**src/rtl/odd_pipe_pkg.sv**
```systemverilog
// odd_pipe_pkg: shared types, default latencies and the unit-to-latency helper for the odd-pipe scheduler.
package odd_pipe_pkg;

    typedef enum logic [1:0] {
        UNIT_PERM = 2'b00,
        UNIT_LS   = 2'b01,
        UNIT_BR   = 2'b10
    } unit_t;

    localparam int BR_LAT_D   = 1;
    localparam int PERM_LAT_D = 4;
    localparam int LS_LAT_D   = 6;
    localparam int SLOTS_D    = 7;
    localparam int CNT_W_D    = 16;
    localparam int RT_W       = 7;

    typedef struct packed {
        logic            valid;
        logic [RT_W-1:0] rt;
        logic            we;
    } res_entry_t;

    // Encoding 2'b11 is not a real unit and falls back to the permute latency.
    function automatic int lat_of(input logic [1:0] unit, input int br, input int perm, input int ls);
        return (unit == UNIT_LS) ? ls : (unit == UNIT_BR) ? br : perm;
    endfunction

endpackage

```
**src/rtl/wb_slot_table.sv**
```systemverilog
// wb_slot_table: writeback reservation shift register; entry k is the result reaching writeback k cycles from now.
module wb_slot_table
    import odd_pipe_pkg::*;
#(
    parameter int SLOTS = SLOTS_D,
    parameter int IDX_W = $clog2(SLOTS + 1)
) (
    input  logic             i_clock,
    input  logic             i_reset_n,
    input  logic             i_ins_en,
    input  logic [IDX_W-1:0] i_ins_idx,
    input  res_entry_t       i_ins_entry,
    input  logic [IDX_W-1:0] i_busy_idx,
    output logic             o_busy,
    input  logic [RT_W-1:0]  i_addr_a,
    input  logic [RT_W-1:0]  i_addr_b,
    input  logic [RT_W-1:0]  i_addr_c,
    output logic [2:0]       o_raw_match
);

    res_entry_t r_res [1:SLOTS];

    // The insert lands after the shift so it overrides whatever slid into that slot.
    always_ff @(posedge i_clock or negedge i_reset_n) begin
        if (!i_reset_n) begin
            for (int k = 1; k <= SLOTS; k++) r_res[k] <= '0;
        end else begin
            for (int k = 1; k < SLOTS; k++) r_res[k] <= r_res[k+1];
            r_res[SLOTS] <= '0;
            if (i_ins_en) r_res[i_ins_idx] <= i_ins_entry;
        end
    end

    assign o_busy = r_res[i_busy_idx].valid;

    always_comb begin
        o_raw_match = '0;
        for (int k = 1; k <= SLOTS; k++) begin
            if (r_res[k].valid && r_res[k].we) begin
                if (r_res[k].rt == i_addr_a) o_raw_match[2] = 1'b1;
                if (r_res[k].rt == i_addr_b) o_raw_match[1] = 1'b1;
                if (r_res[k].rt == i_addr_c) o_raw_match[0] = 1'b1;
            end
        end
    end

endmodule

```
**src/rtl/odd_pipe_issue_scheduler.sv**
```systemverilog
// odd_pipe_issue_scheduler: issues one odd-pipe instruction per cycle, stalling on RAW and
// writeback-slot collisions, and keeps saturating stall counters per cause.
module odd_pipe_issue_scheduler
    import odd_pipe_pkg::*;
#(
    parameter int BR_LAT   = BR_LAT_D,
    parameter int PERM_LAT = PERM_LAT_D,
    parameter int LS_LAT   = LS_LAT_D,
    parameter int SLOTS    = SLOTS_D,
    parameter int CNT_W    = CNT_W_D
) (
    input  logic             clock,
    input  logic             reset,
    input  logic             in_valid,
    output logic             in_ready,
    input  logic [1:0]       in_unit,
    input  logic [6:0]       in_rt,
    input  logic [6:0]       in_ra,
    input  logic [6:0]       in_rb,
    input  logic [6:0]       in_rc,
    input  logic [2:0]       in_src_used,
    input  logic             in_reg_write,
    input  logic             flush,
    output logic             issue_valid,
    output logic [1:0]       issue_unit,
    output logic [6:0]       issue_rt,
    output logic             issue_reg_write,
    output logic [CNT_W-1:0] stall_raw_cnt,
    output logic [CNT_W-1:0] stall_struct_cnt
);

    localparam int IDX_W = $clog2(SLOTS + 1);

    logic [IDX_W-1:0] w_lat;
    logic [IDX_W-1:0] w_busy_idx;
    logic             w_struct;
    logic [2:0]       w_match;
    logic             w_raw;
    logic             w_accept;
    logic             w_stall;
    res_entry_t       w_entry;

    logic             r_issue_valid;
    logic [1:0]       r_issue_unit;
    logic [6:0]       r_issue_rt;
    logic             r_issue_we;
    logic [CNT_W-1:0] r_raw_cnt;
    logic [CNT_W-1:0] r_struct_cnt;

    assign w_lat      = IDX_W'(lat_of(in_unit, BR_LAT, PERM_LAT, LS_LAT));
    // The slot one further out is the one that becomes slot L once the table shifts at issue.
    assign w_busy_idx = w_lat + IDX_W'(1);
    assign w_raw      = |(w_match & in_src_used);
    assign in_ready   = !w_struct && !w_raw && !flush;
    assign w_accept   = in_valid && in_ready;
    assign w_stall    = in_valid && !flush && !in_ready;
    assign w_entry    = '{valid: 1'b1, rt: in_rt, we: in_reg_write};

    wb_slot_table #(
        .SLOTS (SLOTS),
        .IDX_W (IDX_W)
    ) u_table (
        .i_clock     (clock),
        .i_reset_n   (reset),
        .i_ins_en    (w_accept),
        .i_ins_idx   (w_lat),
        .i_ins_entry (w_entry),
        .i_busy_idx  (w_busy_idx),
        .o_busy      (w_struct),
        .i_addr_a    (in_ra),
        .i_addr_b    (in_rb),
        .i_addr_c    (in_rc),
        .o_raw_match (w_match)
    );

    always_ff @(posedge clock or negedge reset) begin
        if (!reset) begin
            r_issue_valid <= 1'b0;
            r_issue_unit  <= '0;
            r_issue_rt    <= '0;
            r_issue_we    <= 1'b0;
        end else begin
            r_issue_valid <= w_accept;
            if (w_accept) begin
                r_issue_unit <= in_unit;
                r_issue_rt   <= in_rt;
                r_issue_we   <= in_reg_write;
            end
        end
    end

    // RAW takes the blame when both hazards are present.
    always_ff @(posedge clock or negedge reset) begin
        if (!reset) begin
            r_raw_cnt    <= '0;
            r_struct_cnt <= '0;
        end else if (w_stall) begin
            if (w_raw) begin
                if (!(&r_raw_cnt)) r_raw_cnt <= r_raw_cnt + CNT_W'(1);
            end else if (!(&r_struct_cnt)) begin
                r_struct_cnt <= r_struct_cnt + CNT_W'(1);
            end
        end
    end

    assign issue_valid      = r_issue_valid;
    assign issue_unit       = r_issue_unit;
    assign issue_rt         = r_issue_rt;
    assign issue_reg_write  = r_issue_we;
    assign stall_raw_cnt    = r_raw_cnt;
    assign stall_struct_cnt = r_struct_cnt;

endmodule

```
**config.mk**
```make
export PLATFORM = sky130hd
export DESIGN_NAME = odd_pipe_issue_scheduler
export DESIGN_NICKNAME = d
export VERILOG_FILES = /design/src/rtl/odd_pipe_pkg.sv /design/src/rtl/wb_slot_table.sv /design/src/rtl/odd_pipe_issue_scheduler.sv
export SDC_FILE = /design/constraint.sdc
export NUM_CORES = 1
export LEC_CHECK = 0
export ABC_AREA = 1
export ABC_CLOCK_PERIOD_IN_PS = 1850
export BUFFER_PORTS_ARGS = -buffer_cell sky130_fd_sc_hd__buf_2
export CAP_MARGIN = 20
export CORE_AREA = 2 2 124 126
export CTS_BUF_LIST = sky130_fd_sc_hd__clkbuf_16
export DETAILED_ROUTE_END_ITERATION = 16
export DIE_AREA = 0 0 126 128
export GPL_TIMING_DRIVEN = 0
export PLACE_DENSITY_LB_ADDON = 0.3
export RECOVER_POWER = 100
export SYNTH_ARGS = -nofsm -noshare
export SYNTH_HDL_FRONTEND = slang
export SYNTH_SLANG_ARGS = --single-unit
```
**constraint.sdc**
```tcl
create_clock -name clock -period 1.85 [get_ports clock]
set_input_delay 0 -clock clock [delete_from_list [all_inputs] [get_ports clock]]
set_output_delay 0 -clock clock [all_outputs]
set_load 0.03 [all_outputs]
```
# ---- Word level (Yosys, flattened, before mapping)
# Index checks and enable logic that the tools add are counted.
dict set report word_totals {
  register_bits 106
  output_inout_bits 44
  word_cells 121
}
dict set report op_classes {
  add_sub_neg 3
  n_mux 37
  eq_ne 23
  bitwise_logic 6
  order_cmp 3
  reduce_logical 22
}
# cell count
set ops {}
lappend ops {{$eq 7x7->1} 21}
lappend ops {{$bwmux 63} 1}
lappend ops {{$mux 63} 1}
lappend ops {{$add 16x1->16 const B} 2}
lappend ops {{$reduce_and 16->1} 2}
lappend ops {{$bmux 9 s3} 1}
lappend ops {{$demux 9 s3} 1}
lappend ops {{$mux 3} 9}
lappend ops {{$mux 9} 3}
lappend ops {{$mux 1} 21}
lappend ops {{$logic_and 1x1->1} 13}
lappend ops {{$ge 4x4->1 const B} 2}
lappend ops {{$not 3->4} 2}
lappend ops {{$reduce_and 3->1} 2}
lappend ops {{$logic_not 1->1} 4}
lappend ops {{$lt 4x1->1 const B} 1}
lappend ops {{$add 3x1->3 const B} 1}
lappend ops {{$and 3x3->3} 1}
lappend ops {{$not 1->1} 3}
lappend ops {{$reduce_or 3->1} 1}
lappend ops {{$eq 2x1->1 const B} 1}
lappend ops {{$eq 2x2->1 const B} 1}

# ---- Depth between registers and ports, before layout
dict set report logic_depth {
  word_depth 23
  ltp_mapped 18
  ltp_nobuf 16
}

# ---- Modules after synthesis
# A second synthesis with hierarchy kept.
dict set report hier_totals {
  cells_unflattened 1132
  area_unflattened_um2 7350.8
}
# module area_per_inst_um2 n_inst cells_per_inst seq_area_each_um2
set modules_own_cells {}
lappend modules_own_cells {wb_slot_table 4883.4 1 788 1576.5}
lappend modules_own_cells {odd_pipe_issue_scheduler 2467.4 1 344 1076.0}

# ---- Worst setup path after synthesis
# Ideal clock, no wire load.
dict set report synth_timing {
  path_kind {register to register}
  startpoint {register r_struct_cnt[0] (netlist: stall_struct_cnt[0])}
  endpoint {register r_struct_cnt[14] (netlist: stall_struct_cnt[14])}
  setup_ps 65
  path_stages_with_launch 9
  setup_slack_ps -76
  arrival_time_ps 1861
  cell_sequence {dfrtp_1 > ha_1 > nand2_1 > nor3b_1 > a211oi_2 > nand2_4 > buf_4 > nand2_1 > nand2_1}
}
dict set report synth_via {
  elab_chain_len 3
  word_cells_on_any_way 4
  cone_classes {1 x add/sub; 1 x bitwise; 2 x reduce/logical}
}
# element line_no
set synth_lines {}
lappend synth_lines {{from (decl)} odd_pipe_issue_scheduler.sv:48} ;# logic [CNT_W-1:0] r_struct_cnt;
lappend synth_lines {{from (signal assigned)} odd_pipe_issue_scheduler.sv:101} ;# r_struct_cnt <= r_struct_cnt + CNT_W'(1);
lappend synth_lines {{branches (longest 3 deep; another with $add 16x1->16)} n/a}
# Parallel ways; which one is timed is not known.
# A chain may end at the register's enable or synchronous reset.

# ---- Final worst setup path
dict set report layout_timing {
  startpoint {register u_table.r_res[52] (netlist name)}
  endpoint {register u_table.r_res[57] (netlist name)}
}
dict set report layout_via {
  elab_chain_len 20
  word_cells_on_any_way 34
  cone_classes {3 x eq/ne; 25 x mux; 1 x bitwise; 5 x reduce/logical}
}
# element line_no
set layout_lines {}
lappend layout_lines {{from (decl)} wb_slot_table.sv:21} ;# res_entry_t r_res [1:SLOTS];
lappend layout_lines {{from (signal, indexed assignment)} wb_slot_table.sv:30} ;# if (i_ins_en) r_res[i_ins_idx] <= i_ins_entry;
lappend layout_lines {{$eq 7x7->1, on equally long branches} {wb_slot_table.sv:42, wb_slot_table.sv:40, wb_slot_table.sv:41}}
lappend layout_lines {{$mux 1, on equally long branches} {wb_slot_table.sv:42, wb_slot_table.sv:40, wb_slot_table.sv:41}}
lappend layout_lines {{$mux 3 *} wb_slot_table.sv:39} ;# if (r_res[k].valid && r_res[k].we) begin
lappend layout_lines {{$mux 1, on equally long branches} {wb_slot_table.sv:42, wb_slot_table.sv:40, wb_slot_table.sv:41}}
lappend layout_lines {{$mux 3 *} wb_slot_table.sv:39}
lappend layout_lines {{$mux 1, on equally long branches} {wb_slot_table.sv:42, wb_slot_table.sv:40, wb_slot_table.sv:41}}
lappend layout_lines {{$mux 3 *} wb_slot_table.sv:39}
lappend layout_lines {{$mux 1, on equally long branches} {wb_slot_table.sv:42, wb_slot_table.sv:40, wb_slot_table.sv:41}}
lappend layout_lines {{[... 3 more ...]} n/a}
lappend layout_lines {{$mux 1, on equally long branches} {wb_slot_table.sv:42, wb_slot_table.sv:40, wb_slot_table.sv:41}}
lappend layout_lines {{$mux 3 *} wb_slot_table.sv:39}
lappend layout_lines {{$and 3x3->3 *} odd_pipe_issue_scheduler.sv:53} ;# assign w_raw = |(w_match & in_src_used);
lappend layout_lines {{$reduce_or 3->1 *} odd_pipe_issue_scheduler.sv:53}
lappend layout_lines {{$logic_not 1->1 *} odd_pipe_issue_scheduler.sv:54} ;# assign in_ready = !w_struct && !w_raw && !flush;
lappend layout_lines {{$logic_and 1x1->1 * (2 in series)} odd_pipe_issue_scheduler.sv:54}
lappend layout_lines {{$logic_and 1x1->1 *} odd_pipe_issue_scheduler.sv:55} ;# assign w_accept = in_valid && in_ready;
lappend layout_lines {{$mux 63 *} wb_slot_table.sv:30}
# Mark *: on every way between the ends. The rest lies on a longest branch, timed or not.

==> impl_metrics.yaml <==
timing:
  min_period_ps: 2290
  finalClockSkew_ps: 13.2
  whs_ps: 207
  tightest_slew_ps: 1260
  finalCritPeriodShare_pct: 124
  drv_slew: 0
  hold_viol_final: 0
  rsz0062_at_grt: "yes"
  slew_headroom_pct: 15.9
  setup_slack_ps: -440
  fmax_ghz: 0.437
  fin_setup_tns_ps: -38060
  setup-violations-final: 107
placed_design:
  dp.cells: 1503
  place_area_sq_mm: 0.00862
  port-buffer-count: 61
  place_ws_ps: -524
  dpl.hpwl_mm: 19.6
  gp_congestion: 1.03
cells_and_area:
  diodes: 0
  areaGrowthSynthToFinish_pct: 24.2
  final_nets: 1429
  fin_util_pct: 67.2
  finalInstanceArea_sq_mm: 0.00999
  fin_cells: 1578
  drive_gt1_share_pct: 24.5
  fill_cells: 1330
yosys:
  synth_area_leader_cell: "dfrtp_1"
  synth_cell_types: 33
  synth-seq-cells: 106
  synth_top_family_by_area: "simple AND/OR/NAND/NOR gates"
  async_reset_ff_share_pct: 100
  synth_top_area_share_pct: 33.0
  yosys.area_share.simple_pct: 41.2
  synth_area_per_cell_sq_um: 6.42
  yosys.area_share.xor_xnor_pct: 8.61
  yosysWarnings: 0
  synth_area_sq_mm: 0.00804
  ys_seq_area_share_pct: 33.0
  synthCells: 1253
  synthTopCellsByCount: "565 x nand2_1, 111 x inv_1, 106 x dfrtp_1"
  synthMostInstantiatedCell: "nand2_1"
  synth_compound_area_share_pct: 5.35
  synth-adder-area-share_pct: 0.934
  synth_fp_nets: 1297
  synth_edf_count: 0
  synth_area_leaders: "dfrtp_1 33%, nand2_1 26%, xnor2_1 6.2%"
  synth.mux.area_fraction_pct: 0.280
  ys.flop_type: "dfrtp_1"
routing:
  dr.pass1.iters: 8
  drc_errors: 0
  postRouteAntennaNets: 0
  wl_per_cell_um: 18.7
  vias_per_cell: 5.76
  wl_mm: 29.4
  vias: 9091
  drtIter0Drc: 992
global_route:
  grt_max_degree: 58
  antenna_found_initial: 0
  grt_overflow_total: 0
  first_global_vias: 8200
  grt_pass1_wl_mm: 45.0
  grtUsageTotal_pct: 36.1
clock_tree:
  insertion_delay_ps: 360
  numCtsBuffers: 9
  cts_sinks: 106
  tritoncts: "built"
  root_buffer: "clkbuf_16"
  clk_pin_slew_worst_paths_ps: 80
  htree_levels: 3
  cts_buffer_depth: 2
worst_setup_path:
  startpoint_type: "flip-flop"
  cp_top_family: "simple AND/OR/NAND/NOR gates"
  worst-path-buf-inv: 2
  worstSetupEndpointType: "flip-flop"
  max_stage_delay_ps: 490
  crit_top_cell: "nand2_1"
  crit_required_ps: 2090
  worstPathArrival_ps: 2530
  cp_cell_sequence: "xnor2_2, nand2_1, nor2_2, nand2_1, nand2_1, nor2_2, nand2_1, nand2_2, nand2_4, nor2_8, buf_8, nand3_4, buf_6, nand2_2, nand2_2"
  critPathMaxFanout: 8
  critPathSlowestCell: "dfrtp_2"
  critPathKind: "flip-flop to flip-flop"
floorplan:
  ios: 82
  rows: 45
  coreArea_sq_mm: 0.0149
  die_y_um: 128
  start_util_pct: 54.1
  dieArea_sq_mm: 0.0161
  dieWidth_um: 126
pwr:
  powerDensity_mw_per_mm2: 655
  finalPower_mw: 6.54
  p_leak_nw: 4.74
  irDropWorstVdd_mv: 0.500
outcome:
  status: "finished with violations"
  violations: "negative setup slack"
min_path:
  hold_path_class: "primary input to flip-flop"
flow_run:
  maxCapViolCount: 0
-- state kept, by name (all words and copies together) (netlist names) --
name,count
u_table.r_res,63
stall_raw_cnt,16
stall_struct_cnt,16
issue_rt,7
issue_unit,2
issue_reg_write,1
issue_valid,1
-- final cells by class --
type                            count  area (sq um)  area share, %
Buffer                             63           404           4.05
Clock buffer                        9           225           2.26
Clock inverter                      7          67.6          0.677
Inverter                          123           484           4.85
Multi-Input combinational cell    958          5000           50.1
Sequential cell                   106          2710           27.1
Tap cell                          188           235           2.36
Timing Repair Buffer              124           866           8.67
-- power breakdown --
| part | switching [mW] | internal, mW |
|---|---|---|
| Clock | 0.922 | 1.05 |
| Sequential | 0.280 | 2.51 |
| Combinational | 1.17 | 0.607 |
-- final timing paths --
check                                  start           endpoint  slack, ps  cells after the start
setup reg to reg           u_table.r_res[52]  u_table.r_res[57]       -440                     15
hold reg to reg                  issue_rt[3]        issue_rt[3]        490                      2
min in group asynchronous              reset  u_table.r_res[16]        450                      2
max in group asynchronous              reset  u_table.r_res[47]        240                      3
hold / removal                      in_valid   u_table.r_res[7]        210                      4
setup / recovery           u_table.r_res[52]  u_table.r_res[57]       -440                     15
-- worst min-delay path, stage by stage --
cell and delay (ps):
buf_2 150, nand3_4 170, buf_8 180, nor2_4 30
-- layer usage --
layer  routed length (um)  part of all wire, %  global-route usage (%)
met1                11800                   40                    50.4
met5                    0                    0                       0
met4                 1260                  4.3                    14.7
met3                 3520                   12                    7.39
met2                12800                   44                    55.2
-- cells by family after synthesis --
| family | count (synthesis) |
|---|---|
| muxes | 2 |
| adders and majority gates | 6 |
| DFF | 106 |
| xor gates and xnor gates | 79 |
| AOI/OAI and AO/OA | 80 |
| buffers and inverters | 190 |
| and+or+nand+nor | 790 |
-- cell usage in the layout, fill, tap and decap left out, types with 43 or more instances in the layout --
cell      instances
nand2_1         473
clkbuf_1         57
o21ai_0          50
nor2_1           64
nand2_2          83
inv_1            85
dfrtp_1          63
nand4_1          79
xnor2_1          54
dfrtp_2          43
-- repair_timing --
item | 4_1_cts | 5_1_grt
gates cloned | 12 | 1
hold buffers | 11 | 0
setup endpoints to repair | 107 | 107
pin swaps | 23 | 15
buffers inserted | 18 | 21
gates resized for setup | 156 | 104
hold endpoints to repair | 60 | 0
No activity file was read; power rests on OpenSTA's default activity.
